**src/rtl/pipeline_hazard_controller.sv**
```systemverilog
// Stall/flush controller for a 5-stage pipeline: load-use interlock, taken-branch
// flush and data-memory wait handling with a timeout that latches a sticky error.
module pipeline_hazard_controller #(
  parameter int MEM_TIMEOUT = 15,
  parameter int CNT_WIDTH   = 16
) (
  input  logic                 clk,
  input  logic                 reset,
  input  logic [4:0]           id_rs_i,
  input  logic [4:0]           id_rt_i,
  input  logic                 idex_mem_read_i,
  input  logic [4:0]           idex_rt_i,
  input  logic                 branch_taken_i,
  input  logic                 dmem_req_i,
  input  logic                 dmem_ready_i,
  output logic                 pc_enable_o,
  output logic                 ifid_enable_o,
  output logic                 idex_enable_o,
  output logic                 exmem_enable_o,
  output logic                 memwb_enable_o,
  output logic                 ifid_flush_o,
  output logic                 idex_flush_o,
  output logic                 memwb_flush_o,
  output logic [1:0]           state_o,
  output logic [CNT_WIDTH-1:0] stall_count_o,
  output logic                 error_o
);

  localparam int WAIT_W = $clog2(MEM_TIMEOUT + 2);
  localparam logic [WAIT_W-1:0]    WAIT_LIMIT = WAIT_W'(MEM_TIMEOUT);
  localparam logic [CNT_WIDTH-1:0] CNT_MAX    = '1;

  typedef enum logic [1:0] {
    RUN      = 2'd0,
    MEM_WAIT = 2'd2,
    ERROR    = 2'd3
  } state_t;

  state_t                 state_reg, state_next;
  logic [WAIT_W-1:0]      wait_reg, wait_next;
  logic [CNT_WIDTH-1:0]   stall_reg, stall_next;
  logic                   error_reg, error_next;
  logic                   load_use;
  logic                   mem_stall;

  assign load_use = idex_mem_read_i && (idex_rt_i != 5'd0) &&
                    ((idex_rt_i == id_rs_i) || (idex_rt_i == id_rt_i));

  always_comb begin
    state_next = state_reg;
    wait_next  = wait_reg;
    error_next = error_reg;
    mem_stall  = 1'b0;

    case (state_reg)
      RUN: begin
        if (dmem_req_i && !dmem_ready_i) begin
          mem_stall  = 1'b1;
          state_next = MEM_WAIT;
          wait_next  = WAIT_W'(1);
        end
      end
      MEM_WAIT: begin
        if (dmem_ready_i) begin
          state_next = RUN;
          wait_next  = '0;
        end else begin
          mem_stall = 1'b1;
          if (wait_reg >= WAIT_LIMIT) begin
            state_next = ERROR;
            error_next = 1'b1;
          end else begin
            wait_next = wait_reg + 1'b1;
          end
        end
      end
      ERROR:   mem_stall = 1'b1;
      default: state_next = RUN;
    endcase

    pc_enable_o    = 1'b1;
    ifid_enable_o  = 1'b1;
    idex_enable_o  = 1'b1;
    exmem_enable_o = 1'b1;
    memwb_enable_o = 1'b1;
    ifid_flush_o   = 1'b0;
    idex_flush_o   = 1'b0;
    memwb_flush_o  = 1'b0;

    // Memory stall outranks the branch flush, which in turn hides a load-use hit.
    if (reset) begin
      pc_enable_o    = 1'b0;
      ifid_enable_o  = 1'b0;
      idex_enable_o  = 1'b0;
      exmem_enable_o = 1'b0;
      memwb_enable_o = 1'b0;
    end else if (mem_stall) begin
      pc_enable_o    = 1'b0;
      ifid_enable_o  = 1'b0;
      idex_enable_o  = 1'b0;
      exmem_enable_o = 1'b0;
      memwb_enable_o = 1'b0;
      memwb_flush_o  = 1'b1;
    end else if (branch_taken_i) begin
      ifid_flush_o = 1'b1;
      idex_flush_o = 1'b1;
    end else if (load_use) begin
      pc_enable_o   = 1'b0;
      ifid_enable_o = 1'b0;
      idex_flush_o  = 1'b1;
    end

    stall_next = stall_reg;
    if (!reset && !pc_enable_o && (stall_reg != CNT_MAX)) begin
      stall_next = stall_reg + 1'b1;
    end
  end

  always_ff @(posedge clk) begin
    if (reset) begin
      state_reg <= RUN;
      wait_reg  <= '0;
      stall_reg <= '0;
      error_reg <= 1'b0;
    end else begin
      state_reg <= state_next;
      wait_reg  <= wait_next;
      stall_reg <= stall_next;
      error_reg <= error_next;
    end
  end

  assign state_o       = state_reg;
  assign stall_count_o = stall_reg;
  assign error_o       = error_reg;

endmodule

```
**config.mk**
```make
export PLATFORM = sky130hd
export DESIGN_NAME = pipeline_hazard_controller
export DESIGN_NICKNAME = d
export VERILOG_FILES = /design/src/rtl/pipeline_hazard_controller.sv
export SDC_FILE = /design/constraint.sdc
export NUM_CORES = 1
export LEC_CHECK = 0
export BUFFER_PORTS_ARGS = -buffer_cell sky130_fd_sc_hd__buf_2
export CAP_MARGIN = 30
export CORE_MARGIN = 1
export CORE_UTILIZATION = 40
export CTS_CLUSTER_SIZE = 14
export DETAILED_ROUTE_END_ITERATION = 16
export HOLD_SLACK_MARGIN = 0.06
export PLACE_DENSITY = 0.66
export REMOVE_ABC_BUFFERS = 1
export SLEW_MARGIN = 5
export SYNTH_ARGS = -nofsm -noshare
export SYNTH_HDL_FRONTEND = slang
export SYNTH_SLANG_ARGS = --single-unit
```
**constraint.sdc**
```tcl
create_clock -name clk -period 6 [get_ports clk]
set_input_delay 1.2 -clock clk [delete_from_list [all_inputs] [get_ports clk]]
set_output_delay 1.2 -clock clk [all_outputs]
set_load 0.01 [all_outputs]
```
==> results.py <==
metrics = {
    "place": {
        "pre_cts_ws_ns": 2.21,
        "gp_congestion": 0.792,
        "place_inst": 250,
        "hpwl_um": 2100,
        "portBuffers": 47,
    },
    "layout": {
        "fin_nets": 233,
        "diodes": 0,
        "largest_reg_flops": 16,
        "stdcell_count": 254,
        "drive_above_1_share_pct": 28.8,
        "area_delta_synth_final_pct": 18.1,
        "ff_latch_area_um2": 480,
        "multi_input_area_um2": 852,
        "fillers": 338,
    },
    "worst_setup_path": {
        "critPathLaunch": "idex_rt_i[1]",
        "path_class": "primary input to primary output",
        "worst_ep_required_time_ns": 4.80,
        "crit_path_top_delay_cell": "or4_4",
        "r2r_setup_slack_ns": 3.82,
        "cp_max_fo": 3,
        "timing.rr.end": "stall_count_o[5]$_SDFFE_PP0P_",
        "cp_top_family": "simple AND/OR/NAND/NOR gates",
        "r2r_cells": 6,
        "path_common_cell": "buf_2",
        "end_kind": "primary output",
        "start_kind": "primary input",
        "worst-path-buf-inv": 2,
        "crit_arrival_ns": 2.57,
        "slowest_delay_ns": 0.54,
        "path_cells": "buf_2, or4_4, o21ai_4, nor2_1, a211oi_1, buf_2",
        "rr_startpoint": "stall_count_o[6]$_SDFFE_PP0P_",
    },
    "clocking": {
        "cts_buffers": 3,
        "clk_pin_slew_ns": 0.13,
        "worstSkewPairLatency_ns": 0.32,
        "hold_buffers": 0,
        "cts_resized": 0,
        "cts.sink_count": 24,
        "cts_setup_buffers": 0,
        "cts_tree": "yes",
        "cts_root_buf": "clkbuf_4",
        "htreeDepth": 1,
        "clockBufferDepth": 2,
    },
    "job": {
        "drv_cap": 0,
    },
    "pwr": {
        "ir_worst_vdd_uv": 126,
        "p_leak_nw": 0.697,
        "pwr_density_cell_nw_per_um2": 176,
    },
    "global_route": {
        "grt_pass1_wl_um": 4790,
        "grt_pass1_vias": 1136,
        "grt_use_total_pct": 16.7,
        "antenna_found_initial": 0,
        "grt_start_max_net_pins": 29,
        "grt-ovfl-total": 0,
    },
    "die": {
        "core-area_um2": 3360,
        "die_x_um": 61.6,
        "die-area_um2": 3800,
        "die_h_um": 61.6,
        "start_util_pct": 42.3,
        "rows": 21,
        "ios": 48,
    },
    "synth": {
        "synth_most_common_cell": "dfxtp_1",
        "seq_area_frac_synth_pct": 33.8,
        "synth_top_area_cell": "dfxtp_1",
        "synth_warnings": 0,
        "netlist_area_um2": 1420,
        "yosys.area.top_type_share_pct": 33.8,
        "synth_edf_count": 0,
        "synth_seq_cells": 24,
        "ys_top_cells_by_area": "dfxtp_1, a21oi_1, xnor2_1",
        "synthCells": 166,
        "synth-main-ff-cell": "dfxtp_1",
        "avgSynthCellArea_um2": 8.57,
        "netlist_top_cells_count": "dfxtp_1, a21oi_1, nor2_1",
        "ys_types": 43,
        "synthArstFlopShare_pct": 0,
    },
    "timing": {
        "worst_pin_slew_ns": 0.592,
        "fin_skew_ns": 0.00619,
        "fin_ws_ns": 2.23,
        "setup_tns_ns": 0,
        "drv_slew": 0,
        "finalSetupViolations": 0,
        "relSlewSlack_pct": 60.6,
        "hold_viol": 0,
        "fmax_mhz": 265,
        "fin_crit_sh_pct": 62.9,
        "whs_ns": 0.485,
        "fin_crit_ns": 3.77,
        "rsz0062_at_grt": "false",
    },
    "drt": {
        "drc": 0,
        "drt-initial-drc-count": 39,
        "wl_per_cell_um": 11.4,
        "ant_nets": 0,
        "dr.pass1.iters": 4,
        "vias_per_cell": 5.19,
        "vias": 1318,
        "routed_wirelength_um": 2880,
    },
    "worst_hold_path": {
        "hold_class": "flip-flop to flip-flop",
        "hold_end": "error_o$_SDFFE_PP0P_",
        "hold_path_depth": 2,
        "hp-start": "error_o$_SDFFE_PP0P_",
    },
    "run_status": {
        "outcome": "finished clean",
    },
}
tightest hold or removal path: stages (launching register included):
cell	delay (ns)
dfxtp_1	0.35
nor2_1	0.05
nor2_1	0.07
layer usage:
layer,global-route usage (%),routed length [µm]
met4,3.81,23
met5,0,0
met2,29.6,1390
met3,4.62,136
met1,19.9,1330
cell families after synthesis:
group / share of synthesized area, %
AO/OA/AOI/OAI: 21.1
XOR/XNOR: 6.77
adder cells (fa/ha/maj): 2.64
buffers and inverters: 6.33
flip-flops: 33.8
multiplexers: 2.20
AND/OR/NAND/NOR: 27.2
per-stage QoR:
| stage | utilization (%) | power [mW] | cell area [µm²] |
|---|---|---|---|
| final | 50.0 | 0.296 | 1680 |
| after CTS | 50.0 | 0.301 | 1680 |
| after global placement | 48.9 | 0.214 | 1640 |
| after floorplan | - | 0.194 | 1350 |
| after detailed placement | 48.9 | 0.214 | 1640 |
| after global routing | 50.0 | 0.310 | 1680 |
cell type report:
class                   instances  share of cell area [%]
multi-input cells             128                    50.7
flip-flops and latches         24                    28.6
repair buffers                 47                    14.0
well taps                      46                    3.43
clock buffers                   4                    2.16
inverters                       5                    1.12
power by group:
group          internal [mW]  switching (mW)
registers              0.162         0.00287
clock network         0.0371          0.0482
logic                 0.0203          0.0255
total                  0.219          0.0766
placed cells by master, fill, tap and decap left out, types with 2 or more instances in the layout:
| cell type | count |
|---|---|
| nor2_1 | 14 |
| and3_1 | 5 |
| clkbuf_4 | 3 |
| o21ai_1 | 9 |
| o31ai_1 | 3 |
| ha_1 | 3 |
| and3_4 | 2 |
| or3_1 | 10 |
| buf_2 | 47 |
| dfxtp_1 | 24 |
| xnor2_1 | 10 |
| or4_1 | 3 |
| nand3_1 | 10 |
| mux2i_1 | 2 |
| a211oi_1 | 2 |
| a21oi_1 | 20 |
| nand4_1 | 3 |
| nand2_1 | 6 |
| inv_1 | 4 |
| nor2b_1 | 5 |
| and2_1 | 2 |
worst max path at each step:
stage,depth (start not counted),end,slack [ns]
floorplan,4,ifid_enable_o,2.25
global placement,6,ifid_enable_o,2.22
detailed placement,6,ifid_enable_o,2.21
CTS,6,ifid_enable_o,2.21
global route,6,ifid_enable_o,2.14
finish,6,ifid_enable_o,2.23
(Power assumes the default switching activity.)
